--- src/rtl/keccak_pkg.sv ---
// Shared definitions for the Keccak sponge controller: FSM states, rate helper
// and the SHA-3 padding bytes.
package keccak_pkg;

    typedef enum logic [2:0] {
        IDLE,
        ABSORB,
        PERMUTE,
        PAD,
        FINAL_PERM,
        DONE
    } sponge_state_t;

    // SHA-3 domain separator (first pad byte) and closing pad bit (last rate byte)
    localparam logic [7:0] PAD_DOMAIN = 8'h06;
    localparam logic [7:0] PAD_FINAL  = 8'h80;

    // Rate in 32-bit words: capacity is twice the digest size
    function automatic int rate_words(input int sha3_size);
        return (200 - sha3_size / 4) / 4;
    endfunction

endpackage

--- src/rtl/keccak_sponge_ctrl.sv ---
// Sponge controller: streams 32-bit message words into the Keccak state as
// XOR writes, applies SHA-3 padding and sequences the permutations.
module keccak_sponge_ctrl
    import keccak_pkg::*;
#(
    parameter int C_SHA3_SIZE = 224
) (
    input  logic        clk,
    input  logic        reset,
    input  logic        cmd_start,
    input  logic        in_valid,
    output logic        in_ready,
    input  logic [31:0] in_data,
    input  logic        in_last,
    input  logic [1:0]  in_bytes,
    output logic        absorb_we,
    output logic [5:0]  absorb_idx,
    output logic [31:0] absorb_data,
    output logic        state_clear,
    output logic        perm_start,
    input  logic        perm_done,
    output logic        hash_valid
);

    localparam int         RW       = rate_words(C_SHA3_SIZE);
    localparam logic [5:0] LAST_IDX = 6'(RW - 1);

    sponge_state_t r_state, w_state_next;
    logic [5:0]    r_idx, w_idx_next;
    logic          r_started, w_started_next;
    logic          r_in_ready, w_in_ready_next;
    logic          r_absorb_we, w_absorb_we_next;
    logic [5:0]    r_absorb_idx, w_absorb_idx_next;
    logic [31:0]   r_absorb_data, w_absorb_data_next;
    logic          r_state_clear, w_state_clear_next;
    logic          r_perm_start, w_perm_start_next;
    logic          r_hash_valid, w_hash_valid_next;

    logic          w_hs;
    logic [31:0]   w_word_data;

    // Byte j of the message word lands in lane bits [8j+7:8j]; on the last
    // word the domain byte follows the valid bytes and the rest is zero.
    for (genvar gi = 0; gi < 4; gi++) begin : g_byte
        localparam logic [1:0] BI = 2'(gi);
        logic [7:0] w_msg_byte;
        assign w_msg_byte = in_data[31 - 8 * gi -: 8];
        assign w_word_data[8 * gi +: 8] = (!in_last || (BI < in_bytes)) ? w_msg_byte :
                                          (BI == in_bytes)              ? PAD_DOMAIN :
                                                                          8'h00;
    end

    assign w_hs = in_valid & r_in_ready;

    always_ff @(posedge clk or posedge reset) begin
        if (reset) begin
            r_state       <= IDLE;
            r_idx         <= '0;
            r_started     <= 1'b0;
            r_in_ready    <= 1'b0;
            r_absorb_we   <= 1'b0;
            r_absorb_idx  <= '0;
            r_absorb_data <= '0;
            r_state_clear <= 1'b0;
            r_perm_start  <= 1'b0;
            r_hash_valid  <= 1'b0;
        end else begin
            r_state       <= w_state_next;
            r_idx         <= w_idx_next;
            r_started     <= w_started_next;
            r_in_ready    <= w_in_ready_next;
            r_absorb_we   <= w_absorb_we_next;
            r_absorb_idx  <= w_absorb_idx_next;
            r_absorb_data <= w_absorb_data_next;
            r_state_clear <= w_state_clear_next;
            r_perm_start  <= w_perm_start_next;
            r_hash_valid  <= w_hash_valid_next;
        end
    end

    always_comb begin
        w_state_next       = r_state;
        w_idx_next         = r_idx;
        w_started_next     = r_started;
        w_absorb_we_next   = 1'b0;
        w_absorb_idx_next  = r_absorb_idx;
        w_absorb_data_next = r_absorb_data;
        w_state_clear_next = 1'b0;
        w_perm_start_next  = 1'b0;
        w_hash_valid_next  = r_hash_valid;

        if (cmd_start) begin
            w_state_next       = ABSORB;
            w_idx_next         = '0;
            w_started_next     = 1'b0;
            w_state_clear_next = 1'b1;
            w_hash_valid_next  = 1'b0;
        end else begin
            case (r_state)
                ABSORB: begin
                    if (w_hs) begin
                        w_absorb_we_next   = 1'b1;
                        w_absorb_idx_next  = r_idx;
                        w_absorb_data_next = w_word_data;
                        w_started_next     = 1'b0;
                        if (in_last) begin
                            w_state_next = PAD;
                        end else if (r_idx == LAST_IDX) begin
                            w_state_next = PERMUTE;
                        end else begin
                            w_idx_next = r_idx + 6'd1;
                        end
                    end
                end
                // perm_start waits one cycle after entry so it never
                // coincides with the block's final absorb write
                PERMUTE, FINAL_PERM: begin
                    if (!r_started) begin
                        w_perm_start_next = 1'b1;
                        w_started_next    = 1'b1;
                    end else if (perm_done && !r_perm_start) begin
                        w_started_next = 1'b0;
                        w_idx_next     = '0;
                        if (r_state == FINAL_PERM) begin
                            w_state_next      = DONE;
                            w_hash_valid_next = 1'b1;
                        end else begin
                            w_state_next = ABSORB;
                        end
                    end
                end
                PAD: begin
                    w_absorb_we_next   = 1'b1;
                    w_absorb_idx_next  = LAST_IDX;
                    w_absorb_data_next = {PAD_FINAL, 24'h000000};
                    w_started_next     = 1'b0;
                    w_state_next       = FINAL_PERM;
                end
                default: ;
            endcase
        end

        w_in_ready_next = (w_state_next == ABSORB);
    end

    assign in_ready    = r_in_ready;
    assign absorb_we   = r_absorb_we;
    assign absorb_idx  = r_absorb_idx;
    assign absorb_data = r_absorb_data;
    assign state_clear = r_state_clear;
    assign perm_start  = r_perm_start;
    assign hash_valid  = r_hash_valid;

endmodule

--- config.mk ---
export PLATFORM = sky130hd
export DESIGN_NAME = keccak_sponge_ctrl
export DESIGN_NICKNAME = d
export VERILOG_FILES = /design/src/rtl/keccak_pkg.sv /design/src/rtl/keccak_sponge_ctrl.sv
export SDC_FILE = /design/constraint.sdc
export NUM_CORES = 1
export LEC_CHECK = 0
export ABC_AREA = 1
export CORE_UTILIZATION = 45
export CTS_CLUSTER_SIZE = 10
export DETAILED_ROUTE_END_ITERATION = 6
export PLACE_DENSITY = 0.85
export SYNTH_ARGS = -nofsm -noshare
export SYNTH_HDL_FRONTEND = slang
export SYNTH_SLANG_ARGS = --single-unit
export TNS_END_PERCENT = 30
--- constraint.sdc ---
create_clock -name clk -period 2.1 [get_ports clk]
set_input_delay 0.42 -clock clk [delete_from_list [all_inputs] [get_ports clk]]
set_output_delay 0.42 -clock clk [all_outputs]
set_load 0.01 [all_outputs]
==> impl_metrics.ini, run 1 <==
[clocking]
cts_buffers = 5
cts_tree = built
htreeDepth = 2
cts_root_buf = clkbuf_8
clkLatencyLatePin_ns = 0.30
cts_sinks = 53
cts_resized = 0
clk_path_buf_depth = 2
cts_hold_buf = 0
clkTransAtPathRegs_ns = 0.09
cts_setup_buffers = 0

[place]
placedCellCount = 445
gp_congestion = 0.908
port_buffers = 82
hpwl_um = 4380

[cells_and_area]
finalNetCount = 423
regArea_mm2 = 0.00133
fillerInstances = 422
drive_above_1_share_pct = 8.62
area_growth_pct = 40.9
multi_input_area_um2 = 1000
diodes = 0
final_util_pct = 67.1
stdcell_count = 453

[timing]
final_hold_viol_count = 0
whs_ns = 0.482
fin_skew_ns = 0.00422
rsz0062_at_grt = false
tns_ns = 0
setup_viol = 0
period_share_pct = 81.1
post-route-min-period_ns = 1.70
slew_headroom_pct = 70.8
final_max_slew_viol_count = 0
fmax_ghz = 0.587
tightestPinTransition_ns = 0.434

[global_route]
grt.total_usage_pct = 21.3
grt_pass1_vias = 2098
grt_start_max_net_pins = 54
antenna_found_initial = 0
gr-total-overflow = 0
grt_pass1_wl_um = 9810

[detailed_routing]
first_pass_iters = 4
wl_um = 5870
drc = 0
via_per_inst = 4.91
drtIter0Drc = 111
routedWlPerCell_um = 13.0
route.vias.total = 2226
ant_nets = 0

[worst_setup_path]
cp-start-kind = flop
end_kind = flop
cp.required_ns = 2.33
crit_type = reg -> reg
critPathMaxFanout = 11
cp.arrival_ns = 1.94

[die]
core_mm2 = 0.00524
dieHeight_um = 76.4
num_io_pins = 83
rows = 26
die_w_um = 76.4
die_area_mm2 = 0.00584
start_util_pct = 47.6

[synth]
synth.most_common_cell = nand2_1
post_synth.cell_area_avg_um2 = 8.45
ys_seq_area_share_pct = 53.2
netlist_top_cells_area = dfrtp_1 53%, nand2_1 14%, o21ai_0 5.0%
syn-num-nets = 336
yosysWarnings = 0
async_flop_share_pct = 100
synth_ff_type = dfrtp_1
yosysUniqueCellTypes = 27
ys_ff_latch = 53
synthTopCellsByCount = 94 x nand2_1, 53 x dfrtp_1, 25 x o21ai_0
synth_cells = 295
syn_area_mm2 = 0.00249
yosys.area.top_type = dfrtp_1
synth_edf_count = 0
yosys.area.top_type_share_pct = 53.2

[power_and_ir_drop]
power_density_mw_per_mm2 = 1250
ir_drop_v = 0.000534
p_leak_nw = 1.65

[outcome]
status = complete, no violations

[flow_run]
drv_cap = 0

[hold_path]
hold_path.class = in -> async
==> power breakdown <==
| group | total, W | internal (W) | switching, W |
|---|---|---|---|
| clock | 0.000711 | 0.000388 | 0.000324 |
| sequential | 0.00161 | 0.00138 | 0.000226 |
| combinational | 0.00209 | 0.000990 | 0.00110 |
| total | 0.00440 | 0.00276 | 0.00165 |
==> final cells by class <==
cell class	instances	share of cell area (%)
clock buffers	6	2.35
inverters	23	2.46
flip-flops and latches	53	37.7
multi-input cells	209	28.5
well taps	70	2.49
clock inverters	2	1.07
repair buffers	90	25.4
==> cells in the final DEF (no fill, tap or decap) <==
cell	count
nand3_4	1
buf_12	1
bufinv_16	1
a31oi_1	1
buf_4	7
nand2_4	1
nand3_1	23
ha_1	1
xor2_1	2
o21ai_1	16
o21ai_4	1
nor2_1	20
a21oi_1	4
inv_2	3
clkbuf_8	6
nand2_1	94
clkdlybuf4s50_1	82
nor2_4	5
nor2_2	3
inv_1	20
nor4_1	1
o21ai_0	25
dfrtp_1	53
nand2_2	2
o31ai_1	3
clkinvlp_4	1
nor3_1	3
nand4_1	2
or2_2	1
==> sequential cells by signal, indices dropped and copies added (netlist names) <==
register / flops
absorb_idx: 6
absorb_we: 1
hash_valid: 1
in_ready: 1
state_clear: 1
r_started: 1
absorb_data: 32
r_idx: 6
perm_start: 1
r_state: 3
==> worst max-delay path, cell delays in order, from the launching register on <==
cell and delay (ns):
dfrtp_1 0.47, nand2_2 0.09, nor2_2 0.34, buf_4 0.23, nor2_2 0.06, nor2_4 0.20
o21ai_0 0.13, o21ai_1 0.12
==> through the flow <==
step | cell area, um^2 | total power, W | setup WS (ns)
after floorplan | 2490 | 0.00282 | 0.394
after global placement | 3390 | 0.00365 | 0.212
after detailed placement | 3390 | 0.00371 | 0.166
after CTS | 3510 | 0.00444 | 0.382
after global routing | 3510 | 0.00474 | 0.284
final | 3510 | 0.00440 | 0.396
==> metal layers <==
metal  wire length (um)  vias up  GRT usage (%)
met5                  0        -              0
met4                 44        0           7.12
met3                242        4           2.51
met2               2860       74           35.5
met1               2720     1026           28.7
li1                   -     1122              -
==> logic make-up (layout without fill, tap and decap cells) <==
family | Yosys count | after routing | share of synthesized area (%)
xor+xnor | 2 | 2 | 0.703
compound gates | 50 | 50 | 10.5
flops | 53 | 53 | 53.2
simple gates | 156 | 156 | 28.0
fa+ha+maj | 1 | 1 | 0.502
buf+inv | 33 | 121 | 7.02
==> final timing paths <==
check / from / to / slack [ns] / depth (start not counted)
hold / removal: reset / state_clear / 0.48 / 3
hold reg to reg: r_started / perm_start / 0.49 / 1
setup reg to reg: r_state[0] / absorb_data[26] / 0.40 / 7
max in group asynchronous: reset / absorb_data[31] / 1.39 / 3
setup / recovery: r_state[0] / absorb_data[26] / 0.40 / 7
min in group clk: r_started / perm_start / 0.49 / 1
(Power assumes the default switching activity.)
==> run 2, diff against run 1 <==
Settings changed: CORE_UTILIZATION 45 to 41, PLACE_DENSITY 0.85 to 0.82.
Clock period 2.1 ns to 1.4 ns, I/O delays scaled along.
==> run 2 against run 1 <==
Against the previous run:
- the flow now finishes with violations (setup timing)
- clock-buffer cell count unchanged
- setup slack lost 0.53 ns
- power is 75% higher
- sequential share of layout area decreased by 5.4 points
- cell area increased by 17%
- final cell count rose by 11%
- fmax up 11%
- global-route usage grew 3.7 points
- non-clock buffer count up 44
- critical path depth did not move
- clock power up 22%
- largest cell class unchanged
==> impl_metrics.ini, run 2 (synthesis results as in run 1) <==
[place]
port_buffers = 82
placedCellCount = 470
gp_congestion = 0.856
hpwl_um = 4750

[timing]
final_hold_viol_count = 0
post-route-min-period_ns = 1.54
fmax_ghz = 0.651
setup_ws_ns = -0.136
final_max_slew_viol_count = 0
fin_skew_ns = 0.0106
rsz0062_at_grt = true
slew_headroom_pct = 77.4
setup_viol = 47
period_share_pct = 110
tightestPinTransition_ns = 0.339

[cells_and_area]
diodes = 0
multi_input_area_mm2 = 0.00121
regArea_mm2 = 0.00133
layout_common_cells = 70 x nand2_1, 50 x dfrtp_1, 43 x dlygate4sd2_1
final_util_pct = 69.9
largest_reg_flops = 32
finalNetCount = 468
fillerInstances = 436
final_common_cell = nand2_1
drive_above_1_share_pct = 31.1
stdcell_count = 502
area_growth_pct = 64.9

[global_route]
grt_pass1_vias = 2565
grt_pass1_wl_um = 12000
grt_start_max_net_pins = 28
gr-total-overflow = 0
antenna_found_initial = 0
grt.total_usage_pct = 25.0

[die]
die_w_um = 80.0
dieHeight_um = 80.0
die_area_mm2 = 0.00640
rows = 28
start_util_pct = 42.4
num_io_pins = 83
core_mm2 = 0.00589

[detailed_routing]
top_layer = met4
via_per_inst = 5.23
first_pass_iters = 4
drtIter0Drc = 178
met1Wirelength_um = 3030
routedWlPerCell_um = 15.9
met3_length_um = 610
drc = 0
route.vias.total = 2626
dr_wl_met2_um = 4060
ant_nets = 0
wl_um = 8000

[worst_setup_path]
reg2reg_slack_ns = -0.14
cp.required_ns = 1.63
critPathMaxFanout = 17
end_kind = flop
cp.arrival_ns = 1.76
crit_type = reg -> reg
cp-start-kind = flop

[clocking]
cts_tree = built
cts_sinks = 53
cts_hold_buf = 0
cts_buffers = 5
clkTransAtPathRegs_ns = 0.09
htreeDepth = 2
cts_root_buf = clkbuf_8
clkLatencyLatePin_ns = 0.31
clk_path_buf_depth = 2

[power_and_ir_drop]
p_leak_nw = 2.07
ir_drop_v = 0.000879
power_density_mw_per_mm2 = 1870

[outcome]
status = finished with violations
violations = setup timing

[flow_run]
drv_cap = 0

[hold_path]
hold_path.class = in -> async
==> run 2: cell types whose count changed in the layout (fill, tap and decap cells not counted), sizes merged <==
cell	delta
inv	-1
clkinvlp	+1
dlygate4sd2	+43
buf	+44
clkdlybuf4s50	-43
nand3	+1
bufinv	-1
==> run 2: cell type report <==
type | instances | share of cell area [%]
clock buffer | 6 | 2.01
inverter | 23 | 2.31
tap | 75 | 2.28
timing repair buffer | 134 | 31.4
sequential | 53 | 32.3
multi-input combinational | 210 | 29.5
clock inverter | 1 | 0.183
==> run 2: final timing paths <==
path	startpoint	endpoint	depth (start not counted)
worst max register to register	r_state[0]	absorb_data[24]	7
min in group clk	absorb_data[22]	absorb_data[22]	2
max in group asynchronous	reset	absorb_data[30]	3
worst max-delay path	r_state[0]	absorb_data[24]	7
worst min-delay path	reset	absorb_idx[5]	3
worst min register to register	absorb_data[22]	absorb_data[22]	2
==> run 2: stage by stage <==
stage                     total power (W)  cell area [um^2]  setup WS (ns)  hold slack (ns)  setup TNS [ns]
after floorplan                   0.00423              2500         0.0217            0.311               0
after global routing              0.00817              4110         -0.192            0.363           -6.56
after detailed placement          0.00584              3580         -0.273            0.466           -9.88
final                             0.00769              4110         -0.136            0.364           -3.87
after CTS                         0.00727              3960        -0.0956            0.363           -1.33
after global placement            0.00572              3580         -0.253            0.465           -8.81
==> run 2: repair_timing <==
| item | CTS | global route |
|---|---|---|
| pin swaps | 8 | 17 |
| cloned | 4 | 0 |
| setup buffers | 21 | 2 |
| endpoints found under the setup margin | 89 | 49 |
| resized for setup | 86 | 55 |
==> run 2: worst max-delay path, cell delays in order (launching register included) <==
cell and delay [ns]:
dfrtp_2 0.44, buf_6 0.13, nand3_4 0.12, nor2_4 0.07, o21ai_4 0.27, buf_6 0.24
nand2_1 0.08, o21ai_1 0.10
==> run 2: report_power, final <==
| part | switching, W | leakage, nW | internal (W) |
|---|---|---|---|
| clock network | 0.000477 | 0.0433 | 0.000391 |
| logic | 0.00231 | 1.35 | 0.00207 |
| registers | 0.000365 | 0.682 | 0.00208 |
| total | 0.00315 | 2.07 | 0.00454 |
==> run 2: layer usage <==
layer,up-vias,GRT usage [%]
met5,-,0
met4,0,12.7
met3,30,6.06
met2,120,43.6
met1,1249,28.2
li1,1227,-
